[src/rtl/hs_rx_buffer_pkg.sv]
// rtl/hs_rx_buffer_pkg.sv - shared state encoding and handshake defaults
package hs_rx_buffer_pkg;

    typedef enum logic [1:0] {
        ST_IDLE       = 2'd0,
        ST_WAIT_SPACE = 2'd1,
        ST_ACK        = 2'd2
    } state_t;

    // Defaults shared with the CPU-side sender
    localparam int DEF_DATA_W = 2;
    localparam int DEF_DEPTH  = 4;

endpackage

[src/rtl/hs_sync.sv]
// rtl/hs_sync.sv - parameterised flop chain for an asynchronous single-bit input
module hs_sync #(
    parameter int STAGES = 2
) (
    input  logic clk_i,
    input  logic rst_ni,
    input  logic d_i,
    output logic q_o
);

    logic [STAGES-1:0] sync_q;

    // Shift the asynchronous input through the metastability-settling chain
    always_ff @(posedge clk_i or negedge rst_ni) begin
        if (!rst_ni) begin
            sync_q <= '0;
        end else begin
            sync_q <= {sync_q[STAGES-2:0], d_i};
        end
    end

    assign q_o = sync_q[STAGES-1];

endmodule

[src/rtl/hs_rx_buffer.sv]
// rtl/hs_rx_buffer.sv - send/ack receive stage with capture FIFO and read port
module hs_rx_buffer
    import hs_rx_buffer_pkg::*;
#(
    parameter int DATA_W      = DEF_DATA_W,
    parameter int DEPTH       = DEF_DEPTH,
    parameter int SYNC_STAGES = 2
) (
    input  logic                     clk1,
    input  logic                     rst1,
    input  logic                     send,
    input  logic [DATA_W-1:0]        dataInput,
    output logic                     ack,
    input  logic                     rd_en,
    output logic [DATA_W-1:0]        rd_data,
    output logic                     rd_valid,
    output logic [$clog2(DEPTH):0]   count,
    output logic [7:0]               rx_total
);

    localparam int PTR_W = $clog2(DEPTH);
    localparam int CNT_W = PTR_W + 1;

    logic              send_s;
    state_t            state_q;
    logic              ack_q;
    logic [7:0]        rx_total_q;
    logic [CNT_W-1:0]  count_q;
    logic [CNT_W-1:0]  count_d;
    logic [PTR_W-1:0]  wr_ptr_q;
    logic [PTR_W-1:0]  rd_ptr_q;
    logic [DATA_W-1:0] mem_q [DEPTH];
    logic              full;
    logic              do_write;
    logic              do_pop;

    hs_sync #(
        .STAGES (SYNC_STAGES)
    ) u_send_sync (
        .clk_i  (clk1),
        .rst_ni (rst1),
        .d_i    (send),
        .q_o    (send_s)
    );

    // Full is judged on the registered occupancy, so a pop frees space one edge later
    assign full     = (count_q == CNT_W'(DEPTH));
    // Only a live request may capture; a sender that aborts in WAIT_SPACE never writes
    assign do_write = send_s && !full &&
                      ((state_q == ST_IDLE) || (state_q == ST_WAIT_SPACE));
    assign do_pop   = rd_en && (count_q != '0);

    // Occupancy next-state: simultaneous write and pop leave it unchanged
    always_comb begin
        count_d = count_q;
        case ({do_write, do_pop})
            2'b10:   count_d = count_q + CNT_W'(1);
            2'b01:   count_d = count_q - CNT_W'(1);
            default: count_d = count_q;
        endcase
    end

    // Handshake FSM with registered ack and accepted-word counter
    always_ff @(posedge clk1 or negedge rst1) begin
        if (!rst1) begin
            state_q    <= ST_IDLE;
            ack_q      <= 1'b0;
            rx_total_q <= '0;
        end else begin
            case (state_q)
                ST_IDLE: begin
                    if (send_s) begin
                        if (!full) begin
                            state_q    <= ST_ACK;
                            ack_q      <= 1'b1;
                            rx_total_q <= rx_total_q + 8'd1;
                        end else begin
                            state_q <= ST_WAIT_SPACE;
                        end
                    end
                end
                ST_WAIT_SPACE: begin
                    if (!send_s) begin
                        state_q <= ST_IDLE;
                    end else if (!full) begin
                        state_q    <= ST_ACK;
                        ack_q      <= 1'b1;
                        rx_total_q <= rx_total_q + 8'd1;
                    end
                end
                ST_ACK: begin
                    if (!send_s) begin
                        state_q <= ST_IDLE;
                        ack_q   <= 1'b0;
                    end
                end
                default: begin
                    state_q <= ST_IDLE;
                    ack_q   <= 1'b0;
                end
            endcase
        end
    end

    // FIFO pointers and occupancy; pointers wrap naturally at the power-of-two depth
    always_ff @(posedge clk1 or negedge rst1) begin
        if (!rst1) begin
            wr_ptr_q <= '0;
            rd_ptr_q <= '0;
            count_q  <= '0;
        end else begin
            if (do_write) begin
                wr_ptr_q <= wr_ptr_q + PTR_W'(1);
            end
            if (do_pop) begin
                rd_ptr_q <= rd_ptr_q + PTR_W'(1);
            end
            count_q <= count_d;
        end
    end

    // Storage needs no reset: contents are only observed while count is non-zero
    always_ff @(posedge clk1) begin
        if (do_write) begin
            mem_q[wr_ptr_q] <= dataInput;
        end
    end

    assign ack      = ack_q;
    assign rd_data  = mem_q[rd_ptr_q];
    assign rd_valid = (count_q != '0);
    assign count    = count_q;
    assign rx_total = rx_total_q;

endmodule

[config.mk]
export PLATFORM = sky130hd
export DESIGN_NAME = hs_rx_buffer
export DESIGN_NICKNAME = d
export VERILOG_FILES = /design/src/rtl/hs_rx_buffer_pkg.sv /design/src/rtl/hs_sync.sv /design/src/rtl/hs_rx_buffer.sv
export SDC_FILE = /design/constraint.sdc
export NUM_CORES = 1
export LEC_CHECK = 0
export ABC_AREA = 1
export BUFFER_PORTS_ARGS = -buffer_cell sky130_fd_sc_hd__buf_2
export CORE_ASPECT_RATIO = 1.4
export CORE_MARGIN = 2
export CORE_UTILIZATION = 25
export CTS_CLUSTER_SIZE = 14
export DETAILED_ROUTE_END_ITERATION = 10
export PLACE_DENSITY = 0.53
export SYNTH_ARGS = -nofsm -noshare
export SYNTH_HDL_FRONTEND = slang
export SYNTH_SLANG_ARGS = --single-unit
[constraint.sdc]
create_clock -name clk1 -period 2.55 [get_ports clk1]
set_clock_uncertainty 0.2 [all_clocks]
set_input_delay 0.51 -clock clk1 [delete_from_list [all_inputs] [get_ports clk1]]
set_output_delay 0.51 -clock clk1 [all_outputs]
set_load 0.02 [all_outputs]
; Yosys cells after proc, flatten, opt, wreduce, memory -nomap -nowiden
; Memory sizes are Yosys's and may differ from the RTL's.
; Index checks and enable logic that the tools add are counted.
[totals]
output_inout_bits = 15
n_memories = 1
regBits = 20
mem_bits_rw = 8
[classes]
addsub = 5
bitwise = 1
reduce_logical = 12
n_mux = 13
eq_ne = 10
[memory_table]
columns = name, depth, word_bits, rd, rd_ports_with_merged_regs, write_ports, line_no
row1 = mem_q, 4, 2, 1, 0, 1, hs_rx_buffer.sv:32  ; logic [DATA_W-1:0] mem_q [DEPTH];
[op_table]
columns = cell, count
row1 = 2-bit two-way mux, 5
row2 = 3-bit AND reduction, 3
row3 = "8-bit by 1-bit adder with 8-bit output, second input constant", 1
row4 = 2-bit one-hot mux with 3 select lines, 1
row5 = 3-bit one-hot mux with 2 select lines, 1
row6 = 1-bit two-way mux, 5
row7 = "2-bit by 1-bit adder with 2-bit output, second input constant", 2
row8 = "2-bit by 1-bit == test with 1-bit output, second input constant", 2
row9 = "2-bit == test, second input constant", 2
row10 = "2-bit by 1-bit inequality test with 1-bit output, second input constant", 2
row11 = "2-bit inequality test, second input constant", 2
row12 = "3-bit by 1-bit adder with 3-bit output, second input constant", 1
row13 = "3-bit == test, second input constant", 1
row14 = 1-bit logical AND, 3
row15 = "3-bit inequality test, second input constant", 1
row16 = 3-bit nonzero test, 1
row17 = "3-bit by 1-bit subtractor with 3-bit output, second input constant", 1
row18 = 2-bit logical NOT, 1
row19 = 1-bit one-hot mux with 2 select lines, 1
row20 = 2-bit nonzero test, 1
row21 = 2-bit OR reduction, 1
row22 = 1-bit logical NOT, 1
row23 = 1-bit logical OR, 1
row24 = 1-bit inverter, 1

; Depth between registers and ports, before layout
; Gate-level depths: netlist of the first run.
[depth]
word_depth = 6
ltp_mapped = 10

; By module
; From an unflattened synthesis of the first run, not the netlist that was laid out.
[hier_totals]
hier_cells = 139
hier_area_um2 = 1353.8
[by_module_without_submodules]
columns = mod, area_each_um2, instances, cells_each, seq_area_each_um2
row1 = hs_rx_buffer, 1303.8, 1, 137, 690.7
row2 = hs_sync, 50.0, 1, 2, 50.0

; Least setup slack after synthesis of the first run
; OpenSTA, ideal clock, no wires.
[synth_timing]
path_type = reg-to-reg
startpoint = reg count_q[0], in the netlist count[0]
endpoint = reg count_q[2], in the netlist count[2]
slack_ns = 0.302
setup_ns = 0.079
stages_incl_launch_ff = 11
t_required_ns = 2.271
arrival_time_ns = 1.969
cell_sequence = dfrtp_1 inv_2 nand3_1 nand2_1 inv_2 ha_1 inv_1 fa_1 or2_0 nand2_1 xor2_1
[synth_via]
elab_cells_between_ends = 12
classes_between = add/sub: 2 / eq/ne: 3 / mux: 1 / reduce/logical: 6
[synth_lines]
columns = item, line_no
row1 = from (decl), hs_rx_buffer.sv:28  ; logic [CNT_W-1:0] count_q;
row2 = from (signal assigned), hs_rx_buffer.sv:118  ; count_q <= count_d;
row3 = 3-bit nonzero test (*), n/a
row4 = via rd_valid, hs_rx_buffer.sv:16  ; output logic rd_valid,
row5 = 1-bit logical AND (*), hs_rx_buffer.sv:51  ; assign do_pop = rd_en && (count_q != '0);
row6 = via do_pop, hs_rx_buffer.sv:35  ; logic do_pop;
row7 = 2-bit by 1-bit == test with 1-bit output or 2-bit == test (tied branches), hs_rx_buffer.sv:56  ; case ({do_write, do_pop})
row8 = 3-bit one-hot mux with 2 select lines or 2-bit nonzero test (tied branches), n/a
; Mark *: on every way through the listed nets, which the timed path passes. The rest lies on a longest branch.
; A chain may end at the register's enable or synchronous reset.

; Worst setup path after layout of the first run
[layout_timing]
startpoint = reg count_q[0], in the netlist count[0]
endpoint = reg count_q[2], in the netlist count[2]
[layout_via]
elab_chain_cells = 6
elab_cells_between_ends = 12
classes_between = add/sub: 2 / eq/ne: 3 / mux: 1 / reduce/logical: 6
[layout_lines]
columns = item, line_no
row1 = 3-bit == test, hs_rx_buffer.sv:47  ; assign full = (count_q == CNT_W'(DEPTH));
row2 = 1-bit logical NOT, n/a
row3 = 1-bit logical AND (2 in a row), hs_rx_buffer.sv:49  ; assign do_write = send_s && !full &&
row4 = 2-bit by 1-bit == test with 1-bit output or 2-bit == test (tied branches), hs_rx_buffer.sv:56
row5 = 3-bit one-hot mux with 2 select lines or 2-bit nonzero test (tied branches), n/a
; Several ways; a longest one is shown, not always the timed one.

==> results.py, run 1 <==
metrics = {
    "clock_network": {
        "cts.hold.buffers_added": 1,
        "post_cts_buffers": 0,
        "clkTransAtPathRegs_ns": 0.09,
        "htree_num_levels": 1,
        "tritoncts": "built",
        "worst_skew_pair.late_latency_ns": 0.27,
        "cts.repair.resized": 0,
        "numCtsBuffers": 3,
        "clock_path_buffers": 2,
        "clock_sink_count": 28,
        "clock-root-buffer": "clkbuf_8",
    },
    "routing": {
        "detail-route-antenna-nets": 0,
        "detailedRoute.firstPassIterationCount": 4,
        "initialDrtViolationCount": 29,
        "wl_per_cell_um": 10.7,
        "routed_via_density": 4.05,
        "drt-total-wl_um": 2460,
        "drc": 0,
        "dr_total_vias": 928,
    },
    "floorplanning": {
        "placement_rows": 31,
        "die_boundary_width_um": 65.9,
        "core_area_sq_um": 5160,
        "num_io_pins": 21,
        "die_area_sq_um": 5980,
        "chipHeight_um": 90.7,
        "start_util": 0.260,
    },
    "timing": {
        "worst-slew-pin-transition_ns": 0.471,
        "final.setup.tns_ns": 0,
        "drv_slew": 0,
        "timing.final.hold_violations": 0,
        "fin_ws_ns": 0.435,
        "min_period_ns": 2.12,
        "finalSetupViolations": 0,
        "timing.fmax_mhz": 473,
        "fin_crit_sh": 0.829,
        "rsz0062_at_grt": "no",
        "slew_headroom": 0.686,
    },
    "yosys": {
        "synth.area.top_cells": "dfrtp_1, edfxtp_1, nand2_1, ha_1, inv_1",
        "ys_seq_elements": 28,
        "syn_std_cell_area_sq_um": 1340,
        "synth.avg_cell_area_sq_um": 9.65,
        "yosysUniqueCellTypes": 23,
        "synthDominantCellAreaShare": 0.373,
        "syn_inst": 139,
        "synthesis.yosys.warnings": 0,
        "synthesis.nets": 152,
        "synth_top_cell_by_area": "dfrtp_1",
        "sequential_area_share_after_synthesis": 0.552,
    },
    "power_and_ir_drop": {
        "seq_power_share": 0.425,
        "power.share.clock": 0.144,
        "power.static_leakage_nw": 0.731,
        "p_switching_mw": 0.730,
        "power_switching_share": 0.430,
        "internal-power_mw": 0.966,
        "peakVddDrop_mv": 0.303,
        "power_mw": 1.70,
        "share_comb_of_total_power": 0.432,
        "power.density_cell_area_nw_per_um2": 1080,
    },
    "final_layout": {
        "share_of_post_route_cells_with_drive_strength_above_1": 0.202,
        "regArea_sq_um": 741,
        "nNetsFinal": 177,
        "mostFrequentLayoutCells": "nand2_1, dfrtp_1, buf_2",
        "final_common_cell": "nand2_1",
        "antenna-diode-count": 0,
        "combined_area_of_the_multi_input_logic_cells_sq_um": 510,
        "fillers": 556,
        "flow.area_growth_from_synthesis_pct": 16.9,
    },
    "placement": {
        "io_buffers": 20,
        "globalplace.congestion": 0.754,
        "dp_hpwl_um": 1820,
        "dp_worst_setup_slack_ns": 0.422,
    },
    "setup_path": {
        "critical_path.max_fanout": 19,
        "cp-start-kind": "flip-flop",
        "cp_data_required_time_ns": 2.55,
        "worstSetupPathType": "reg -> reg",
        "cp.arrival_ns": 2.11,
        "crit_path_end_kind": "flip-flop",
    },
    "global_routing": {
        "grt_pass1_wl_um": 4350,
        "grt.total_usage": 0.0940,
        "antenna_found_initial": 0,
        "grt_start_max_net_pins": 21,
        "grt_pass1_vias": 935,
        "grt_overflow_total": 0,
    },
    "run": {
        "drv_cap": 0,
    },
    "outcome": {
        "status": "finished, final reports clean",
    },
    "min_path": {
        "hold_path.class": "in -> reg",
    },
}
==> cell families after synthesis <==
kind of cell / Yosys count / synth area share
adder cells (fa/ha/maj): 7 / 0.0709
AND/OR/NAND/NOR: 61 / 0.213
buffers and inverters: 22 / 0.0672
XOR/XNOR: 6 / 0.0392
flip-flops: 28 / 0.552
AO/OA/AOI/OAI: 15 / 0.0578
==> registers in the layout, indices dropped and copies added (netlist names) <==
register and cells:
ack 1, rx_total 8, u_send_sync.sync_q 2, state_q 2, count 3, wr_ptr_q 2, mem_q 8, rd_ptr_q 2
==> layer usage <==
metal  up-vias  GRT usage  routed length (um)
li1        481          -                   -
met1       425      0.120                1150
met2        18      0.148                1180
met3         4     0.0187                  82
met4         0     0.0469                  48
met5         -          0                   0
==> cells in the mapped netlist <==
cell type	count
nor2_1	12
dfrtp_1	20
o22ai_1	2
edfxtp_1	8
nor3_1	1
inv_1	17
xnor2_1	2
a21oi_1	1
ha_1	6
nand2_1	35
inv_2	4
fa_1	1
o21ai_0	7
nand2_8	1
nand3b_1	1
buf_6	1
or2_0	1
nand3_1	5
nor2_4	2
nand3_2	1
nand2_2	2
xor2_1	4
o21ai_1	5
==> cell type report <==
class	instances	share of cell area
clock buffers	3	0.0263
clock inverters	1	0.00239
inverters	21	0.0503
multi-input cells	89	0.326
flip-flops and latches	28	0.472
well taps	66	0.0527
repair buffers	21	0.0702
==> path summary, 6_finish.rpt <==
path                                       start  slack [ns]  cells after the start                     to
max                                     count[0]        0.43                      9               count[2]
min                                         send        0.14                      1  u_send_sync.sync_q[0]
max reg2reg                             count[0]        0.43                      9               count[2]
min reg2reg                u_send_sync.sync_q[0]        0.16                      0  u_send_sync.sync_q[1]
max in group asynchronous                   rst1        1.31                      2               count[1]
min in group asynchronous                   rst1        0.52                      2            rd_ptr_q[0]
==> worst max-delay path: stages (launching register included) <==
cell and delay, ns:
dfrtp_1 0.41, inv_2 0.10, nand3_2 0.13, nand2_8 0.16, ha_1 0.16, inv_1 0.06
fa_1 0.37, or2_0 0.22, nand2_1 0.08, xor2_1 0.14
==> stage by stage <==
| step | cell area, sq um | instances | hold WS [ns] | util |
|---|---|---|---|---|
| 4_1_cts | 1570 | 229 | 0.138 | 0.304 |
| 5_1_grt | 1570 | 229 | 0.129 | 0.304 |
| 6_report | 1570 | 229 | 0.143 | 0.304 |
| 3_3_place_gp | 1510 | 224 | 0.136 | 0.293 |
| 2_1_floorplan | 1340 | 139 | 0.0144 | - |
| 3_5_place_dp | 1510 | 224 | 0.139 | 0.293 |
==> power by group through the flow <==
stage          registers [mW]  logic [mW]  clock network [mW]
2_1_floorplan           0.786       0.477                   0
3_3_place_gp            0.730       0.731                   0
3_5_place_dp            0.732       0.750                   0
4_1_cts                 0.722       0.753               0.257
5_1_grt                 0.745       0.836               0.271
6_report                0.721       0.732               0.243
No activity file was read; power rests on OpenSTA's default activity.
==> inputs of run 2 (changes only) <==
- ABC_AREA: 1 -> 0
- PLACE_DENSITY: 0.53 -> 0.54
- clock period: 2.55 -> 1.93 ns (I/O delays scaled with it)
==> results.py, run 2 <==
metrics = {
    "outcome": {
        "status": "complete, but fails checks",
        "failed_checks": "negative setup slack",
    },
    "floorplanning": {
        "chipHeight_um": 88.0,
        "num_io_pins": 21,
        "placement_rows": 30,
        "start_util": 0.260,
        "die_boundary_width_um": 64.0,
        "die_area_sq_um": 5640,
        "core_area_sq_um": 4840,
    },
    "setup_path": {
        "crit-reg2reg-launch": "count[1]",
        "cp.arrival_ns": 1.96,
        "worstRegToRegCells": 9,
        "setup.worst_path.start": "count[1]",
        "critical_path.max_fanout": 2,
        "worstSetupPathType": "reg -> reg",
        "cp_data_required_time_ns": 1.92,
        "cp-start-kind": "flip-flop",
        "crit_path_end_kind": "flip-flop",
    },
    "power_and_ir_drop": {
        "p_switching_mw": 0.961,
        "power.share.clock": 0.121,
        "share_comb_of_total_power": 0.493,
        "internal-power_mw": 1.63,
        "power.density_cell_area_nw_per_um2": 1560,
        "peakVddDrop_mv": 0.714,
        "power.static_leakage_nw": 0.767,
        "seq_power_share": 0.386,
        "power_switching_share": 0.370,
    },
    "global_routing": {
        "grt_pass1_vias": 857,
        "grt_pass1_wl_um": 3860,
        "antenna_found_initial": 0,
        "grt_start_max_net_pins": 21,
        "grt_overflow_total": 0,
        "grt.total_usage": 0.0889,
    },
    "timing": {
        "timing.final.hold_violations": 0,
        "finalSetupViolations": 4,
        "worst-slew-pin-transition_ns": 0.451,
        "fin_ws_ns": -0.0376,
        "timing.fmax_mhz": 508,
        "fin_crit_sh": 1.02,
        "drv_slew": 0,
        "slew_headroom": 0.699,
        "final.hold.worst_slack_ns": 0.0293,
        "min_period_ns": 1.97,
        "rsz0062_at_grt": "yes",
        "final.setup.tns_ns": -0.0631,
    },
    "routing": {
        "drt-total-wl_um": 2330,
        "detailedRoute.firstPassIterationCount": 3,
        "routed_via_density": 4.05,
        "drc": 0,
        "detail-route-antenna-nets": 0,
        "initialDrtViolationCount": 10,
        "dr_total_vias": 774,
        "wl_per_cell_um": 12.2,
    },
    "final_layout": {
        "flow.area_growth_from_synthesis_pct": 31.8,
        "final_common_cell": "buf_2",
        "share_of_post_route_cells_with_drive_strength_above_1": 0.457,
        "regArea_sq_um": 746,
        "fillers": 491,
        "antenna-diode-count": 0,
        "final_core_util": 0.343,
        "mostFrequentLayoutCells": "buf_2, dfrtp_1, buf_4",
        "nNetsFinal": 141,
        "post-route-cell-area_sq_um": 1660,
        "combined_area_of_the_multi_input_logic_cells_sq_um": 520,
    },
    "yosys": {
        "synth_top_cell_by_area": "dfrtp_1",
        "syn_std_cell_area_sq_um": 1260,
        "synthesis.nets": 101,
        "yosys.cell_count.top_type": "dfrtp_1",
        "netlist_top_cells_count": "dfrtp_1, edfxtp_1, xor2_1",
        "synthFlopType": "dfrtp_1",
        "synth.avg_cell_area_sq_um": 14.3,
        "yosysUniqueCellTypes": 28,
        "synthesis.yosys.warnings": 0,
        "synth-edff-count": 8,
        "sequential_area_share_after_synthesis": 0.587,
        "ys_seq_elements": 28,
        "synth-async-reset-ratio": 0.714,
        "synth.area.top_cells": "dfrtp_1, edfxtp_1, ha_1, xor2_1, mux4_2",
        "synthDominantCellAreaShare": 0.397,
        "syn_inst": 88,
    },
    "min_path": {
        "hold_path.class": "in -> reg",
        "timing.hold.worst.start": "send",
        "worstHoldPathCells": 1,
    },
    "clock_network": {
        "clock-root-buffer": "clkbuf_8",
        "worst_skew_pair.late_latency_ns": 0.27,
        "clkTransAtPathRegs_ns": 0.09,
        "htree_num_levels": 1,
        "clock_sink_count": 28,
        "tritoncts": "built",
        "numCtsBuffers": 3,
        "clock_path_buffers": 2,
    },
    "placement": {
        "globalplace.congestion": 0.805,
        "dp_worst_setup_slack_ns": -0.0897,
        "placed_cell_area_sq_um": 1520,
        "dp_hpwl_um": 1710,
        "io_buffers": 20,
    },
    "run": {
        "drv_cap": 0,
    },
}
run 2: changes by cell type after synthesis, moves of 4 or more:
cell     change
nand2_1     -33
inv_1       -10
nor2_1       -9
o21ai_0      -5
o21ai_1      -5
and2_2       +4
inv_2        -4
xor2_1       +4
run 2: layout make-up:
class,instances,area share
timing repair buffer,35,0.147
sequential,28,0.448
multi-input combinational,53,0.313
tap,64,0.0482
inverter,7,0.0158
clock buffer,4,0.0271
run 2: worst paths after layout:
| path | slack (ns) | to |
|---|---|---|
| setup / recovery | -0.04 | count[2] |
| hold / removal | 0.03 | u_send_sync.sync_q[0] |
| setup reg to reg | -0.04 | count[2] |
| hold reg to reg | 0.15 | u_send_sync.sync_q[1] |
| max in group asynchronous | 0.80 | count[0] |
| min in group asynchronous | 0.39 | rx_total[7] |
run 2: what timing repair did:
item / CTS / global route
gates resized for setup: 14 / 0
hold endpoints to repair: 20 / 0
gates cloned: 0 / 0
hold buffers: 1 / 0
pin swaps: 4 / 2
setup endpoints to repair: 5 / 5
setup buffers: 4 / 1
run 2: per-layer routing:
metal / global-route usage / up-vias / wire, um
li1: - / 379 / -
met1: 0.106 / 381 / 1030
met2: 0.158 / 12 / 1230
met3: 0.0154 / 2 / 50
met4: 0.0356 / 0 / 17
met5: 0 / - / 0
run 2: power groups by stage:
stage | clock [mW] | combinational (mW) | sequential, mW
4_1_cts | 0.329 | 1.29 | 1.00
3_5_place_dp | 0 | 1.12 | 1.01
3_3_place_gp | 0 | 1.07 | 0.986
5_1_grt | 0.353 | 1.42 | 1.03
6_report | 0.315 | 1.28 | 1.00
2_1_floorplan | 0 | 0.595 | 1.13
run 2: per-stage QoR:
step,total power [mW],std cells
after global routing,2.80,191
after CTS,2.62,190
after detailed placement,2.13,181
after global placement,2.06,181
after floorplan,1.72,88
final,2.60,191
run 2: worst max-delay path: stages (launching register included):
cell     delay [ns]
dfrtp_2        0.44
nor3b_4        0.25
nor2_4         0.05
inv_2          0.06
ha_4           0.13
inv_2          0.03
fa_2           0.32
xor2_1         0.14
nor2_1         0.11
xor2_1         0.15
run 2: cell families (layout without fill, tap and decap cells):
kind of cell,count (synthesis),count (layout),share of synthesized area
multiplexers,5,5,0.0675
AND/OR/NAND/NOR,24,24,0.136
XOR/XNOR,13,13,0.0903
adder cells (fa/ha/maj),7,7,0.0754
buffers and inverters,7,46,0.0208
AO/OA/AOI/OAI,4,4,0.0228
flip-flops,28,28,0.587
==> inputs of run 3 (changes only) <==
- HOLD_SLACK_MARGIN: unset -> 0.08
==> results.py, run 3 (synthesized netlist as in run 2, its figures left out) <==
metrics = {
    "timing": {
        "fin_crit_sh": 1.02,
        "slew_headroom": 0.699,
        "worst-slew-pin-transition_ns": 0.452,
        "final.setup.tns_ns": -0.0640,
        "min_period_ns": 1.97,
        "finalSetupViolations": 4,
        "drv_slew": 0,
        "timing.fmax_mhz": 508,
        "rsz0062_at_grt": "yes",
        "timing.final.hold_violations": 0,
        "fin_ws_ns": -0.0377,
    },
    "outcome": {
        "failed_checks": "negative setup slack",
        "status": "complete, but fails checks",
    },
    "setup_path": {
        "cp-start-kind": "flip-flop",
        "worstSetupPathType": "reg -> reg",
        "cp.arrival_ns": 1.96,
        "crit_path_end_kind": "flip-flop",
        "cp_data_required_time_ns": 1.92,
        "critical_path.max_fanout": 2,
        "worstRegToRegCells": 9,
    },
    "final_layout": {
        "final_core_util": 0.345,
        "share_of_post_route_cells_with_drive_strength_above_1": 0.453,
        "combined_area_of_the_multi_input_logic_cells_sq_um": 520,
        "regArea_sq_um": 746,
        "fillers": 490,
        "antenna-diode-count": 0,
        "final_common_cell": "buf_2",
        "flow.area_growth_from_synthesis_pct": 32.6,
        "nNetsFinal": 142,
        "final_cell_count_without_fillers": 192,
        "mostFrequentLayoutCells": "buf_2, dfrtp_1, buf_4",
    },
    "power_and_ir_drop": {
        "seq_power_share": 0.385,
        "power_mw": 2.60,
        "power.share.clock": 0.121,
        "power.density_cell_area_nw_per_um2": 1550,
        "share_comb_of_total_power": 0.493,
        "peakVddDrop_mv": 0.715,
        "internal-power_mw": 1.64,
        "p_switching_mw": 0.961,
        "power_switching_share": 0.370,
        "power.static_leakage_nw": 0.771,
    },
    "placement": {
        "dp_worst_setup_slack_ns": -0.0897,
        "post-place-cells": 181,
        "globalplace.congestion": 0.805,
        "io_buffers": 20,
        "dp_hpwl_um": 1710,
    },
    "floorplanning": {
        "start_util": 0.260,
        "die_area_sq_um": 5640,
        "num_io_pins": 21,
        "placement_rows": 30,
        "die_boundary_width_um": 64.0,
        "chipHeight_um": 88.0,
        "core_area_sq_um": 4840,
    },
    "clock_network": {
        "clkTransAtPathRegs_ns": 0.09,
        "htree_num_levels": 1,
        "clock-root-buffer": "clkbuf_8",
        "tritoncts": "built",
        "clock_path_buffers": 2,
        "worst_skew_pair.late_latency_ns": 0.27,
        "clock_sink_count": 28,
        "numCtsBuffers": 3,
    },
    "run": {
        "drv_cap": 0,
    },
    "global_routing": {
        "grt_pass1_wl_um": 3860,
        "grt_pass1_vias": 857,
        "grt_overflow_total": 0,
        "grt_start_max_net_pins": 21,
        "grt.total_usage": 0.0889,
        "antenna_found_initial": 0,
    },
    "routing": {
        "dr_total_vias": 777,
        "drt-total-wl_um": 2340,
        "drc": 0,
        "initialDrtViolationCount": 10,
        "detail-route-antenna-nets": 0,
        "routed_via_density": 4.05,
        "detailedRoute.firstPassIterationCount": 3,
        "wl_per_cell_um": 12.2,
    },
    "min_path": {
        "worstHoldPathCells": 1,
        "hold_path.class": "in -> reg",
    },
}
==> run 3: cell types whose count changed in the layout (fill, tap and decap cells not counted), sizes merged <==
| cell | delta |
|---|---|
| dlygate4sd3 | +1 |
==> run 3: area by class of cell <==
type                            count  share of cell area
Clock buffer                        4              0.0269
Inverter                            7              0.0157
Multi-Input combinational cell     53               0.311
Sequential cell                    28               0.446
Tap cell                           64              0.0479
Timing Repair Buffer               36               0.153
==> run 3: timing repair <==
| action | 4_1_cts | 5_1_grt |
|---|---|---|
| hold endpoints to repair | 21 | 0 |
| buffers inserted | 4 | 1 |
| setup endpoints to repair | 5 | 5 |
| pin swaps | 4 | 2 |
| hold buffers | 2 | 0 |
| gates resized for setup | 14 | 0 |
==> run 3: metal layers <==
layer | GRT usage | routed length (um) | up-vias | share of wire
li1 | - | - | 380 | -
met4 | 0.0356 | 17 | 0 | 0.0073
met3 | 0.0154 | 50 | 2 | 0.021
met2 | 0.158 | 1230 | 12 | 0.53
met5 | 0 | 0 | - | 0
met1 | 0.106 | 1040 | 383 | 0.44
==> run 3: worst paths after layout <==
kind	to	slack (ns)	startpoint
worst max-delay path	count[2]	-0.04	count[1]
worst min register to register	u_send_sync.sync_q[1]	0.15	u_send_sync.sync_q[0]
worst min-delay path	mem_q[1][0]	0.14	dataInput[0]
max in group asynchronous	count[0]	0.80	rst1
worst max register to register	count[2]	-0.04	count[1]
min in group asynchronous	rx_total[7]	0.39	rst1
==> run 3: critical path: stages, from the launching register on <==
cell	delay (ns)
dfrtp_2	0.44
nor3b_4	0.25
nor2_4	0.05
inv_2	0.06
ha_4	0.13
inv_2	0.03
fa_2	0.32
xor2_1	0.14
nor2_1	0.11
xor2_1	0.15
==> run 3: power groups by stage <==
stage	clock network (mW)	registers (mW)	logic, mW
finish	0.315	1.00	1.28
global route	0.353	1.03	1.42
CTS	0.329	1.00	1.29
detailed placement	0	1.01	1.12
global placement	0	0.986	1.07
floorplan	0	1.13	0.595
==> run 3: per-stage QoR <==
| stage | hold slack, ns | instance area (sq um) |
|---|---|---|
| after floorplan | -0.110 | 1270 |
| after CTS | 0.139 | 1670 |
| after global routing | 0.143 | 1670 |
| final | 0.143 | 1670 |
| after global placement | 0.135 | 1520 |
| after detailed placement | 0.138 | 1520 |
